===== src/rtl/sar_search_ctrl_if.sv =====
// sar_search_ctrl_if: request/status handshake and comparator operand/flags
// between the SAR search controller (master) and its environment (slave).
interface sar_search_ctrl_if #(parameter int WIDTH = 4);
    logic             start;
    logic             agb;
    logic             aeb;
    logic             alb;
    logic [WIDTH-1:0] trial;
    logic             busy;
    logic             done;
    logic             found;
    logic             err;
    logic [WIDTH-1:0] result;

    modport master (
        input  start, agb, aeb, alb,
        output trial, busy, done, found, err, result
    );

    modport slave (
        output start, agb, aeb, alb,
        input  trial, busy, done, found, err, result
    );
endinterface


===== src/rtl/sar_search_ctrl.sv =====
// sar_search_ctrl: successive-approximation search that learns a comparator's
// fixed "a" operand by driving trial values on "b" and reading agb/aeb/alb.
module sar_search_ctrl #(
    parameter int WIDTH = 4
) (
    input  logic               clk,
    input  logic               rst_n,
    sar_search_ctrl_if.master  bus
);
    localparam int IW = $clog2(WIDTH);

    typedef enum logic [1:0] {IDLE, SEARCH, VERIFY} state_t;

    state_t           state_q, state_d;
    logic [WIDTH-1:0] trial_q, trial_d;
    logic [WIDTH-1:0] result_q, result_d;
    logic [IW-1:0]    idx_q, idx_d;
    logic             busy_q, busy_d;
    logic             done_q, done_d;
    logic             found_q, found_d;
    logic             err_q, err_d;
    logic             flags_ok;
    logic             finish;
    logic [WIDTH-1:0] decided;

    assign flags_ok = $onehot({bus.agb, bus.aeb, bus.alb});
    // VERIFY always ends; SEARCH ends early on a hit or on a bad flag set
    assign finish   = !flags_ok || bus.aeb || (state_q == VERIFY);

    always_comb begin
        decided         = trial_q;
        decided[idx_q]  = bus.agb;
        if (idx_q != '0)
            decided[idx_q - 1'b1] = 1'b1;
    end

    always_comb begin
        state_d  = state_q;
        trial_d  = trial_q;
        result_d = result_q;
        idx_d    = idx_q;
        busy_d   = busy_q;
        done_d   = 1'b0;
        found_d  = found_q;
        err_d    = 1'b0;
        case (state_q)
            IDLE: begin
                if (bus.start) begin
                    state_d = SEARCH;
                    trial_d = {1'b1, {(WIDTH-1){1'b0}}};
                    idx_d   = IW'(WIDTH - 1);
                    busy_d  = 1'b1;
                end
            end
            SEARCH, VERIFY: begin
                if (finish) begin
                    state_d  = IDLE;
                    busy_d   = 1'b0;
                    done_d   = 1'b1;
                    result_d = trial_q;
                    err_d    = !flags_ok;
                    found_d  = flags_ok && bus.aeb;
                end else if (idx_q == '0) begin
                    trial_d = decided;
                    state_d = VERIFY;
                end else begin
                    trial_d = decided;
                    idx_d   = idx_q - 1'b1;
                end
            end
            default: state_d = IDLE;
        endcase
    end

    always_ff @(posedge clk or negedge rst_n) begin
        if (!rst_n) begin
            state_q  <= IDLE;
            trial_q  <= '0;
            result_q <= '0;
            idx_q    <= '0;
            busy_q   <= 1'b0;
            done_q   <= 1'b0;
            found_q  <= 1'b0;
            err_q    <= 1'b0;
        end else begin
            state_q  <= state_d;
            trial_q  <= trial_d;
            result_q <= result_d;
            idx_q    <= idx_d;
            busy_q   <= busy_d;
            done_q   <= done_d;
            found_q  <= found_d;
            err_q    <= err_d;
        end
    end

    assign bus.trial  = trial_q;
    assign bus.result = result_q;
    assign bus.busy   = busy_q;
    assign bus.done   = done_q;
    assign bus.found  = found_q;
    assign bus.err    = err_q;
endmodule


===== src/flat_wrapper.sv =====
// flat-port wrapper written by rule: the top's interface ports become plain ports
module sar_search_ctrl_flat 
#(
    parameter int WIDTH = 4
)
  (clk, rst_n, bus_start, bus_agb, bus_aeb, bus_alb, bus_trial, bus_busy, bus_done, bus_found, bus_err, bus_result);
  sar_search_ctrl_if #(.WIDTH(WIDTH)) bus_i ();
  input  logic clk;
  input  logic rst_n;
  input wire logic [$bits(bus_i.start)-1:0] bus_start;
  input wire logic [$bits(bus_i.agb)-1:0] bus_agb;
  input wire logic [$bits(bus_i.aeb)-1:0] bus_aeb;
  input wire logic [$bits(bus_i.alb)-1:0] bus_alb;
  output wire logic [$bits(bus_i.trial)-1:0] bus_trial;
  output wire logic [$bits(bus_i.busy)-1:0] bus_busy;
  output wire logic [$bits(bus_i.done)-1:0] bus_done;
  output wire logic [$bits(bus_i.found)-1:0] bus_found;
  output wire logic [$bits(bus_i.err)-1:0] bus_err;
  output wire logic [$bits(bus_i.result)-1:0] bus_result;
  assign bus_i.start = bus_start;
  assign bus_i.agb = bus_agb;
  assign bus_i.aeb = bus_aeb;
  assign bus_i.alb = bus_alb;
  assign bus_trial = bus_i.trial;
  assign bus_busy = bus_i.busy;
  assign bus_done = bus_i.done;
  assign bus_found = bus_i.found;
  assign bus_err = bus_i.err;
  assign bus_result = bus_i.result;
  sar_search_ctrl #(.WIDTH(WIDTH)) u_core (.clk(clk), .rst_n(rst_n), .bus(bus_i));
endmodule

===== config.mk =====
export PLATFORM = sky130hd
export DESIGN_NAME = sar_search_ctrl_flat
export DESIGN_NICKNAME = d
export VERILOG_FILES = /design/src/rtl/sar_search_ctrl_if.sv /design/src/rtl/sar_search_ctrl.sv /design/src/flat_wrapper.sv
export SDC_FILE = /design/constraint.sdc
export NUM_CORES = 1
export LEC_CHECK = 0
export CORE_MARGIN = 2
export CORE_UTILIZATION = 40
export CTS_CLUSTER_DIAMETER = 40
export DETAILED_ROUTE_END_ITERATION = 10
export PLACE_DENSITY = 0.63
export SETUP_SLACK_MARGIN = 0.4
export SYNTH_ARGS = -nofsm -noshare
export SYNTH_HDL_FRONTEND = slang
export SYNTH_SLANG_ARGS = --single-unit

===== constraint.sdc =====
create_clock -name clk -period 4.5 [get_ports clk]
set_input_delay 0.675 -clock clk [delete_from_list [all_inputs] [get_ports clk]]
set_output_delay 0.675 -clock clk [all_outputs]
set_load 0.02 [all_outputs]

# ---- After elaboration in Yosys (flattened, before gate mapping)
# Cells that the tools add are included.
dict set report totals {
  register_bits 16
  inputBits 6
  output_inout_bits 12
  word_cells 64
}
dict set report op_classes {
  addsub 3
  n_lt_le_gt_ge 4
  eq_ne 8
  muxes 24
  bitwise 1
  n_reduce_logical 16
}
# cell count
set op_table {}
lappend op_table {{2-bit two-way mux} 6}
lappend op_table {{4-bit two-way mux} 3}
lappend op_table {{1-bit two-way mux} 8}
lappend op_table {{2-bit one-hot mux with 2 select lines} 2}
lappend op_table {{4-bit one-hot mux with 2 select lines} 1}
lappend op_table {{2-bit by 3-bit less-than comparator with 1-bit output, second input constant} 2}
lappend op_table {{2-bit inequality test, second input constant} 3}
lappend op_table {{3-bit AND reduction} 2}
lappend op_table {{4-bit bitwise mux} 1}
lappend op_table {{1-bit demux with 2-bit select} 2}
lappend op_table {{2-bit by 1-bit == test with 1-bit output, second input constant} 2}
lappend op_table {{2-bit by 1-bit >= comparator with 1-bit output, second input constant} 2}
lappend op_table {{2-bit zero test} 2}
lappend op_table {{4-bit OR} 1}
lappend op_table {{2-bit AND reduction} 2}
lappend op_table {{4-bit AND reduction} 1}
lappend op_table {{2-bit nonzero test} 2}
lappend op_table {{1-bit logical AND} 3}
lappend op_table {{3-bit by 1-bit inequality test with 1-bit output, second input constant} 1}
lappend op_table {{1-bit by 1-bit adder with 2-bit output} 1}
lappend op_table {{2-bit by 1-bit adder with 2-bit output} 1}
lappend op_table {{2-bit == test, second input constant} 1}
lappend op_table {{1-bit logical OR} 2}
lappend op_table {{2-bit by 1-bit inequality test with 1-bit output, second input constant} 1}
lappend op_table {{4 further kinds} 4}

# ---- Longest topological paths before layout
# Gate-level depths: netlist (run 1).
dict set report depth {
  ltp_word 9
  mapped_depth 6
  ltp_nobuf 5
}

# ---- Least setup slack after synthesis (run 1)
# OpenSTA, ideal clock, no wires.
dict set report synth_timing {
  kind {in2reg}
  start {input port bus_alb}
  end {register u_core.trial_q[0], in the netlist u_core.bus.trial[0]}
  setup_ns 0.121
  t_arrival_ns 2.347
  required_time_ns 4.379
  setup_slack_ns 2.032
  path_stages 6
  n_path_buf 1
  path_cell_list {inv_1 fa_1 or4b_1 buf_2 a221o_1 a22o_1}
}
dict set report synth_between {
  elab_chain_len 8
}
# item line
set synth_lines {}
lappend synth_lines {{start: declaration} flat_wrapper.sv:13} ;# input wire logic [$bits(bus_i.alb)-1:0] bus_alb;
lappend synth_lines {{1-bit by 1-bit adder with 2-bit output (implied by the code)} sar_search_ctrl.sv:26} ;# assign flags_ok = $onehot({bus.agb, bus.aeb, bus.alb});
lappend synth_lines {{2-bit by 1-bit adder with 2-bit output (implied by the code)} sar_search_ctrl.sv:26}
lappend synth_lines {{2-bit by 1-bit == test with 1-bit output} sar_search_ctrl.sv:26}
lappend synth_lines {{1-bit zero test} sar_search_ctrl.sv:28} ;# assign finish = !flags_ok || bus.aeb || (state_q == VERIFY);
lappend synth_lines {{1-bit logical OR (2 in a row)} sar_search_ctrl.sv:28}
lappend synth_lines {{2-bit inequality test (no source line)} --}
lappend synth_lines {{3-bit AND reduction (no source line)} --}
lappend synth_lines {{end signal: assignment} sar_search_ctrl.sv:87} ;# trial_q <= trial_d;
lappend synth_lines {{end: declaration} sar_search_ctrl.sv:15} ;# logic [WIDTH-1:0] trial_q, trial_d;
# No other way between the ends.
# A chain may end at the register's enable or synchronous reset.

# ---- Worst setup path in the final report (run 1)
dict set report layout_timing {
  start {input port bus_agb}
  end {register u_core.result_q[1], in the netlist u_core.bus.result[1]}
}
dict set report layout_between {
  elab_chain_len 6
}
# item line
set layout_lines {}
lappend layout_lines {{start: declaration} flat_wrapper.sv:11} ;# input wire logic [$bits(bus_i.agb)-1:0] bus_agb;
lappend layout_lines {{2-bit by 1-bit adder with 2-bit output (implied by the code)} sar_search_ctrl.sv:26}
lappend layout_lines {{2-bit by 1-bit == test with 1-bit output} sar_search_ctrl.sv:26}
lappend layout_lines {{1-bit zero test} sar_search_ctrl.sv:28}
lappend layout_lines {{1-bit logical OR (2 in a row)} sar_search_ctrl.sv:28}
lappend layout_lines {{2-bit AND reduction (no source line)} --}
lappend layout_lines {{end signal: assignment} sar_search_ctrl.sv:88} ;# result_q <= result_d;
lappend layout_lines {{end: declaration} sar_search_ctrl.sv:16} ;# logic [WIDTH-1:0] result_q, result_d;
# No other way between the ends.

==> run summary, run 1 <==
num rows -> 17
critical path class -> input pin to flip-flop
GRT Util Overall -> 0.154
setup bufs post-CTS -> 0
Post-Synthesis Cells -> 87
CTS sink cnt -> 16
YS warnings -> 0
final total power -> 671 uW
Antenna Cells -> 0
max_cap viols -> 0
synth top area cells -> dfrtp_1 (45%), ha_1 (8.4%), inv_1 (5.1%)
Root Buffer -> clkbuf_4
GRT overflow -> 0
Via density -> 5.10
maximum VDD drop -> 317 uV
Mean Syn Cell Area -> 10.2 sq um
post-synth cell types -> 25
RD Place Congestion -> 0.862
RR Startpoint -> u_core.state_q[1]
PortBufs -> 17
Fin Clk Skew -> 0.000942 ns
Hold-fix buffers, CTS -> 0
sequential area share after synthesis -> 0.450
DRT antenna net count -> 0
# IOs -> 18
fin. max-slew vios -> 0
leak pwr -> 0.498 nW
worst path required time -> 4.68 ns
Crit. End Element -> flip-flop
die area -> 2620 sq um
Num CTS Buffers -> 3
area of the mapped netlist -> 890 sq um
clock latency on the worst-skew pair -> 0.28 ns
run status -> finished, final reports clean
placed instance area -> 1090 sq um
Yosys top cell area share -> 0.450
layout cells sized above 1 -> 0.0849
nets -> 120
HP Class -> flip-flop to flip-flop
area leader, netlist -> dfrtp_1
Final min period -> 2.84 ns
pwr dens -> 596 nW/um^2
Setup-failing EPs final -> 0
initial core utilization -> 0.414
CTS max path bufs -> 2
Worst Reg-to-Reg Cells -> 5
reg2reg end -> u_core.bus.trial[2]
number of global-route vias before repair -> 698
Die Height -> 51.2 um
P&R area growth vs syn -> 26.6%
CP max FO -> 8
WL final -> 1750 um
core footprint -> 2150 sq um
routed len/inst -> 13.1 um
Post-Route Setup TNS -> 0 ns
Clk pin slew, worst setup/hold paths -> 0.10 ns
critical path endpoint -> u_core.bus.result[1]
routed vias -> 683
fin crit share -> 0.632
final hold viol count -> 0
Worst R2R Setup Slack -> 2.37 ns
largest net degree at the start of global routing -> 17
flops & latches, synth -> 16
chip width -> 51.2 um
Critical Path Start Type -> input pin
CTS tree -> done
final instance area -> 1130 sq um
f_max -> 352 MHz
1st-iter DRT viols -> 11
CP arrival -> 3.02 ns
Rel. slew slack -> 0.428
drt first pass iters -> 4
placed wire-length estimate -> 1250 um
DRC viols -> 0
most common cell after layout, fill and taps aside -> clkdlybuf4s50_1
commonest cells after routing, fill and taps aside -> clkdlybuf4s50_1 (17), dfrtp_1 (16), inv_1 (12)
first-pass GRT wire length -> 2990 um
Least-Margin Pin Slew -> 0.834 ns
initial antenna violation count -> 0
syn nets -> 100
Post-CTS Resized -> 0
Fin Hold WS -> 0.516 ns
RSZ-0062 raised after global routing -> no
Worst Setup SP -> bus_agb
H-tree levels -> 1
-- cells by family (layout without fill, tap and decap cells) --
family | after synthesis | count (layout) | synth area share
compound gates | 26 | 26 | 0.196
flops | 16 | 16 | 0.450
buf+inv | 15 | 34 | 0.0647
simple gates | 17 | 17 | 0.110
fa+ha+maj | 7 | 7 | 0.107
mux | 6 | 6 | 0.0731
-- cells in the mapped netlist --
cell type and instances:
a211oi_1 2, a21oi_1 7, a221o_1 2, a221oi_1 2, a22o_1 1, a22oi_1 1, a31oi_1 1, and2_1 2
buf_2 1, clkbuf_1 2, dfrtp_1 16, fa_1 1, ha_1 6, inv_1 12, mux2_2 4, mux2i_1 2
nand2_1 5, nand2b_1 4, nor2_1 2, nor4_1 1, nor4b_1 2, o21ai_0 6, o2bb2ai_1 3, o31ai_1 1
or4b_1 1
-- state kept, by name, indices dropped and copies added (netlist names) --
signal and flops:
u_core.bus.result 4, u_core.bus.found 1, u_core.state_q 2, u_core.bus.done 1
u_core.idx_q 2, u_core.bus.err 1, u_core.bus.trial 4, u_core.bus.busy 1
-- report_power, final --
part,internal [mW],switching [mW]
logic,0.157,0.190
registers,0.193,0.0341
clock network,0.0492,0.0477
total,0.399,0.272
-- worst min-delay path by stage --
stage	from	to	depth (start not counted)
2_1_floorplan	rst_n	u_core.bus.busy	0
3_3_place_gp	u_core.bus.busy	u_core.bus.busy	2
3_5_place_dp	u_core.bus.result[0]	u_core.bus.result[0]	1
4_1_cts	u_core.bus.result[0]	u_core.bus.result[0]	1
5_1_grt	u_core.bus.result[0]	u_core.bus.result[0]	1
6_report	u_core.bus.result[0]	u_core.bus.result[0]	1
-- metal layers --
metal | vias to the layer above | GRT usage | share of wire
li1 | 345 | - | -
met1 | 328 | 0.204 | 0.49
met2 | 8 | 0.229 | 0.48
met3 | 2 | 0.0263 | 0.026
met4 | 0 | 0.0991 | 0.0080
met5 | - | 0 | 0
-- critical path: stages --
cell and delay [ns]:
clkdlybuf4s50_1 0.55, inv_1 0.07, fa_1 0.46, or4b_1 0.68
nand2_1 0.23, mux2_2 0.36
-- final cells by class --
cell class	count	area [sq um]
clock buffer	4	36.3
fill	202	1020
inverter	12	45.0
multi-input combinational	56	432
sequential	16	400
tap	28	35.0
timing repair buffer	18	178
-- metrics by stage --
stage               setup WS (ns)  utilization  instances
floorplan                    2.03            -         87
global placement             1.36        0.507        130
detailed placement           1.32        0.507        130
CTS                          1.64        0.524        134
global route                 1.55        0.524        134
finish                       1.66        0.524        134
(Power assumes the default switching activity.)
==> run 2: changes to the inputs <==
clock period = 2.7 ns   (was 4.5 ns; I/O delays follow)
==> run summary, run 2 (synthesis gave the netlist of run 1 again) <==
run status -> finished, final reports clean
WP depth -> 6
max_cap viols -> 0
Fin Clk Skew -> 0.000731 ns
critical path endpoint -> u_core.bus.trial[0]
CTS max path bufs -> 2
Hold-fix buffers, CTS -> 0
drt first pass iters -> 6
DRC viols -> 0
Least-Margin Pin Slew -> 0.695 ns
Final Util -> 0.540
Clk pin slew, worst setup/hold paths -> 0.10 ns
largest net degree at the start of global routing -> 17
CTS tree -> done
commonest cells after routing, fill and taps aside -> dfrtp_1 (16), clkdlybuf4s50_1 (14), inv_1 (12)
kind of cell adding the most delay to the critical path -> simple AND/OR/NAND/NOR gates
Critical Path Start Type -> input pin
GRT Util Overall -> 0.151
clock latency on the worst-skew pair -> 0.28 ns
Final WS setup -> 0.543 ns
Crit. End Element -> flip-flop
maximum VDD drop -> 485 uV
RD Place Congestion -> 0.776
Inst Count DP -> 133
1st-iter DRT viols -> 8
final hold viol count -> 0
Root Buffer -> clkbuf_4
final instance area -> 1160 sq um
CTS sink cnt -> 16
RSZ-0062 raised after global routing -> no
GRT overflow -> 0
Worst Setup SP -> bus_agb
Via density -> 5.13
CP arrival -> 2.34 ns
RR Startpoint -> u_core.state_q[1]
Worst R2R Setup Slack -> 0.81 ns
HP Class -> flip-flop to flip-flop
PortBufs -> 17
Antenna Cells -> 0
placed instance area -> 1110 sq um
CP max FO -> 8
hold-critical path depth -> 1
Rel. slew slack -> 0.535
nets -> 123
Setup-failing EPs final -> 0
die area -> 2620 sq um
worst path required time -> 2.88 ns
placed wire-length estimate -> 1270 um
initial core utilization -> 0.414
Worst Reg-to-Reg Cells -> 6
Finished Layout Cells -> 137
pwr dens -> 980 nW/um^2
chip width -> 51.2 um
DRT antenna net count -> 0
pre-CTS WS -> -0.146 ns
fin crit share -> 0.799
Worst Hold Launch -> u_core.bus.result[2]
Num CTS Buffers -> 3
fin. max-slew vios -> 0
critical path class -> input pin to flip-flop
leak pwr -> 0.519 nW
Crit path largest cell delay -> 0.63 ns
P&R area growth vs syn -> 30.5%
WL final -> 1780 um
reg2reg end -> u_core.bus.trial[0]
first-pass GRT wire length -> 2980 um
routed len/inst -> 13.0 um
core footprint -> 2150 sq um
Bufs and invs on worst path -> 2
number of global-route vias before repair -> 663
f_max -> 464 MHz
Die Height -> 51.2 um
# fillers -> 201
initial antenna violation count -> 0
Final min period -> 2.16 ns
CP Cell Sequence -> dlygate4sd2_1 > inv_1 > fa_1 > or4b_4 > a221o_1 > a22o_1
final total power -> 1.14 mW
num rows -> 17
routed vias -> 703
# IOs -> 18
slowest stage cell, crit path -> or4b_4
H-tree levels -> 1
most common cell after layout, fill and taps aside -> dfrtp_1
layout cells sized above 1 -> 0.147
[run 2: report_power, final]
part,total (mW),switching (mW),internal [mW]
logic,0.601,0.325,0.276
clock network,0.160,0.0781,0.0821
registers,0.377,0.0552,0.321
total,1.14,0.458,0.679
[run 2: worst register-to-register path, cell delays in order (launching register included)]
cell	delay, ns
dfrtp_1	0.39
inv_1	0.05
ha_1	0.55
mux2i_1	0.14
buf_4	0.20
a221o_1	0.26
a22o_1	0.20
[run 2: layout make-up]
class	instances	area, sq um	area share
Sequential cell	16	400	0.345
Tap cell	28	35.0	0.0302
Inverter	12	45.0	0.0388
Timing Repair Buffer	21	196	0.169
Multi-Input combinational cell	56	448	0.386
Clock buffer	4	36.3	0.0313
[run 2: timing repair]
item | 4_1_cts | 5_1_grt
resized for setup | 7 | 0
buffers inserted | 0 | 0
setup endpoints to repair | 8 | 0
[run 2: worst min path at each step]
stage | end | slack, ns
3_5_place_dp | u_core.bus.result[2] | 0.49
3_3_place_gp | u_core.bus.busy | 0.49
2_1_floorplan | u_core.bus.busy | 0.11
4_1_cts | u_core.bus.result[2] | 0.51
5_1_grt | u_core.bus.result[2] | 0.53
6_report | u_core.bus.result[2] | 0.51
[run 2: metrics by stage]
| step | TNS, ns | hold slack (ns) |
|---|---|---|
| floorplan | 0 | 0.109 |
| global placement | -0.540 | 0.488 |
| detailed placement | -0.832 | 0.492 |
| CTS | 0 | 0.514 |
| global route | 0 | 0.532 |
| finish | 0 | 0.512 |
[run 2: layer usage]
| layer | vias up | routed length [um] | GRT usage | part of all wire |
|---|---|---|---|---|
| li1 | 360 | - | - | - |
| met5 | - | 0 | 0 | 0 |
| met3 | 2 | 53 | 0.0263 | 0.030 |
| met4 | 0 | 14 | 0.0541 | 0.0079 |
| met2 | 12 | 848 | 0.232 | 0.48 |
| met1 | 329 | 860 | 0.212 | 0.48 |
